**config.mk**
```make
export PLATFORM = sky130hd
export DESIGN_NAME = suma_serial
export DESIGN_NICKNAME = d
export VERILOG_FILES = /design/src/rtl/suma_serial.sv
export SDC_FILE = /design/constraint.sdc
export NUM_CORES = 1
export LEC_CHECK = 0
export CAP_MARGIN = 20
export CORE_MARGIN = 2
export CORE_UTILIZATION = 43
export CTS_BUF_LIST = sky130_fd_sc_hd__clkbuf_4 sky130_fd_sc_hd__clkbuf_8
export CTS_CLUSTER_SIZE = 10
export DETAILED_ROUTE_END_ITERATION = 8
export PLACE_DENSITY = 0.76
export SKIP_CTS_REPAIR_TIMING = 1
export SLEW_MARGIN = 20
export SYNTH_ARGS = -nofsm -noshare
export SYNTH_HDL_FRONTEND = slang
export SYNTH_SLANG_ARGS = --single-unit
```
**constraint.sdc**
```tcl
create_clock -name clk -period 2.3 [get_ports clk]
set_clock_uncertainty 0.2 [all_clocks]
set_input_delay 0.46 -clock clk [delete_from_list [all_inputs] [get_ports clk]]
set_output_delay 0.46 -clock clk [all_outputs]
set_load 0.05 [all_outputs]
```
**src/rtl/suma_serial.sv**
```systemverilog
// suma_serial: bit-serial adder, R = A + B computed LSB first through one
// full-adder cell and a carry flip-flop. start/busy/done handshake with
// carry (C), signed overflow (V) and zero (Z) flags.
module suma_serial #(
  parameter int M = 4
) (
  input  logic         clk,
  input  logic         rst,
  input  logic         start,
  input  logic [M-1:0] A,
  input  logic [M-1:0] B,
  output logic         busy,
  output logic         done,
  output logic [M-1:0] R,
  output logic         C,
  output logic         V,
  output logic         Z
);

  localparam int CW = (M > 2) ? $clog2(M) : 1;
  localparam logic [CW-1:0] LAST_BIT = CW'(M - 1);

  typedef enum logic [1:0] {
    IDLE = 2'd0,
    RUN  = 2'd1,
    DONE = 2'd2
  } state_t;

  state_t         state;
  state_t         state_next;

  logic [M-1:0]   a_reg;
  logic [M-1:0]   b_reg;
  logic           carry;
  logic [CW-1:0]  cnt;

  logic           a_bit;
  logic           b_bit;
  logic           sum_bit;
  logic           carry_out;
  logic           last_bit;
  logic [M-1:0]   r_next;

  // State register; reset aborts any operation immediately.
  always_ff @(posedge clk or posedge rst) begin
    // NOTE: sequential state uses non-blocking assignments so every register
    // samples the pre-edge values regardless of statement order.
    if (rst) state <= IDLE;
    else     state <= state_next;
  end

  // Next-state logic: accept in IDLE, run M bit-steps, single DONE cycle.
  always_comb begin
    // NOTE: default first so every path assigns state_next; no latch inferred.
    state_next = state;
    unique case (state)
      IDLE:    if (start) state_next = RUN;
      RUN:     if (last_bit) state_next = DONE;
      DONE:    state_next = IDLE;
      default: state_next = IDLE;
    endcase
  end

  // Full-adder cell on the current bit position of the latched operands.
  always_comb begin
    a_bit     = a_reg[cnt];
    b_bit     = b_reg[cnt];
    sum_bit   = a_bit ^ b_bit ^ carry;
    carry_out = (a_bit & b_bit) | (a_bit & carry) | (b_bit & carry);
    last_bit  = (cnt == LAST_BIT);
  end

  // Result as it will look after this step, used for the zero flag so the
  // freshly written MSB is included.
  always_comb begin
    r_next      = R;
    r_next[cnt] = sum_bit;
  end

  // Datapath: operand capture, bit-serial sum, carry chain and flags.
  always_ff @(posedge clk or posedge rst) begin
    if (rst) begin
      a_reg <= '0;
      b_reg <= '0;
      carry <= 1'b0;
      cnt   <= '0;
      R     <= '0;
      C     <= 1'b0;
      V     <= 1'b0;
      Z     <= 1'b0;
    end else begin
      unique case (state)
        IDLE: begin
          if (start) begin
            a_reg <= A;
            b_reg <= B;
            carry <= 1'b0;
            cnt   <= '0;
          end
        end
        RUN: begin
          R[cnt] <= sum_bit;
          carry  <= carry_out;
          cnt    <= cnt + 1'b1;
          if (last_bit) begin
            // carry holds the carry into the MSB at this step.
            C <= carry_out;
            V <= carry ^ carry_out;
            Z <= (r_next == '0);
          end
        end
        default: ;
      endcase
    end
  end

  // Handshake outputs decode directly from state so reset clears them at once.
  always_comb begin
    busy = (state == RUN);
    done = (state == DONE);
  end

endmodule

```
==> flow_metrics.tcl <==
set metrics [dict create \
    p_total_w 0.001917 \
    yosysWarnings 0 \
    max_cap_violations 0 \
    grt_pass1_wl_um 2559 \
    syn-instance-count 67 \
    synth_top_family_by_area "multiplexers" \
    ys_seq_elements 20 \
    cts_tree "built" \
    gp_congestion 0.7621 \
    startpoint_type "flip-flop" \
    rrSetupSlack_ns 0.14 \
    hp-class "primary input to asynchronous set/reset pin" \
    fp.dieW_um 50.47 \
    drtIter0Drc 6 \
    globalRouteOverflowTotal 0 \
    synth_cell_type_count 21 \
    relSlewSlack 0.6668 \
    whs_ns 0.2637 \
    finalCritPeriodShare 0.9400 \
    cts_inserted_buffers 3 \
    vdd_drop_max_v 0.0007441 \
    path_max_fanout 5 \
    fmax_mhz 462.5 \
    grt_pass1_vias 589 \
    final-seq-area_sq_um 500.5 \
    initial_core_util 0.4637 \
    pin_count 20 \
    synth_xor_xnor_area_share 0.009434 \
    hpwl_um 1133 \
    grt_max_degree 21 \
    cts.clk_slew.worst_paths_ns 0.11 \
    worstSkewPairLatency_ns 0.30 \
    multi_input_area_sq_um 401.6 \
    fin_area_sq_um 1211 \
    drive_gt1_frac 0.2935 \
    cp-end-kind "flip-flop" \
    final_cell_mix "dfrtp_1, clkdlybuf4s50_1, mux2_2" \
    cts-root-buf "clkbuf_4" \
    drc 0 \
    setup_viol 0 \
    diodes 0 \
    viasPerCell 4.933 \
    syn_area_per_cell_sq_um 13.86 \
    final_cells 119 \
    synth_area_leader_cell "dfrtp_1" \
    die_h_um 50.47 \
    synth_adder_area_share 0.07547 \
    detail_route.wl_per_cell_um 11.90 \
    synth_area_leaders "dfrtp_1, mux2_2, ha_1" \
    synthesis.nets 83 \
    fin_crit_ns 2.162 \
    power_leakage_nw 0.5391 \
    antenna_left 0 \
    final_max_slew_viol_count 0 \
    fin_tns_setup_ns 0 \
    status "finished, final reports clean" \
    worstPathArrival_ns 2.16 \
    placement.io_buffers 19 \
    place_area_sq_um 1175 \
    num-nets-final 109 \
    vias 587 \
    synth_seq_area_share 0.5391 \
    clock_path_buffers 2 \
    syn_area_sq_um 928.4 \
    area_delta_synth_final_pct 30.46 \
    first_pass_iters 3 \
    grtUsageTotal 0.1340 \
    dp_cells 115 \
    worstSetupPathType "flip-flop to flip-flop" \
    synthSimpleGateAreaFrac 0.07412 \
    synth-compound-area-share 0.09164 \
    cts.sinks 20 \
    core-area_sq_um 2002 \
    worstMarginPinSlew_ns 0.4982 \
    powerDensity_nw_per_um2 1583 \
    mostFrequentLayoutCell "dfrtp_1" \
    final-hold-violation-count 0 \
    dieArea_sq_um 2547 \
    fillCellCount 169 \
    synth_mux_area_frac 0.1819 \
    drt-total-wl_um 1416 \
    rows 16 \
    antenna_found_initial 0 \
    htree_levels 1 \
    required_ns 2.30 \
    rsz0062_at_grt "false" \
    synth_top_area_frac 0.5391 \
]
[cells in the mapped netlist (all sizes together)]
cell type  number
inv             6
fa              1
a22o            2
a31o            2
o41ai           1
dfrtp          20
nand3b          1
o21bai          2
ha              4
o21ai           2
nor3b           1
nand2           4
clkinv          1
mux4            2
xnor2           1
nand2b          1
and2b           1
o22ai           1
a21oi           2
nor2b           1
mux2           11
[through the flow]
stage | setup WS [ns] | utilization
floorplan | 0.1531 | -
detailed placement | 0.1478 | 0.5869
global placement | 0.1861 | 0.5869
CTS | 0.1314 | 0.6050
global route | 0.01344 | 0.6050
finish | 0.1379 | 0.6050
[cells by family after synthesis]
family	Yosys count
fa+ha+maj	5
buf+inv	7
simple gates	9
xor+xnor	1
compound gates	12
mux	13
flops	20
[path summary, 6_finish.rpt]
kind	from	end	cells after the start
max in group asynchronous	rst	R[0]	3
max	cnt[0]	Z	3
min in group clk	Z	Z	2
min	rst	cnt[0]	3
min reg2reg	Z	Z	2
max reg2reg	cnt[0]	Z	3
[power breakdown]
part	internal (W)	switching [W]
Combinational	0.000512	0.000565
Clock	0.0000965	0.000107
Sequential	0.000520	0.000117
[cell type report]
class / count / share of cell area
timing repair buffer: 21 / 0.1756
inverter: 7 / 0.02169
multi-input combinational: 40 / 0.3316
sequential: 20 / 0.4132
clock buffer: 4 / 0.02996
tap: 27 / 0.02789
[per-layer routing]
metal / up-vias / global-route usage / part of all wire
met5: - / 0 / 0
met3: 2 / 0.03571 / 0.051
met1: 282 / 0.1722 / 0.45
li1: 285 / - / -
met2: 18 / 0.2215 / 0.50
met4: 0 / 0.04054 / 0.0056
[worst max-delay path, stage by stage (launching register included)]
cell	delay (ns)
dfrtp_1	0.42
mux4_2	0.54
fa_1	0.54
o41ai_1	0.36
(Power assumes the default switching activity.)
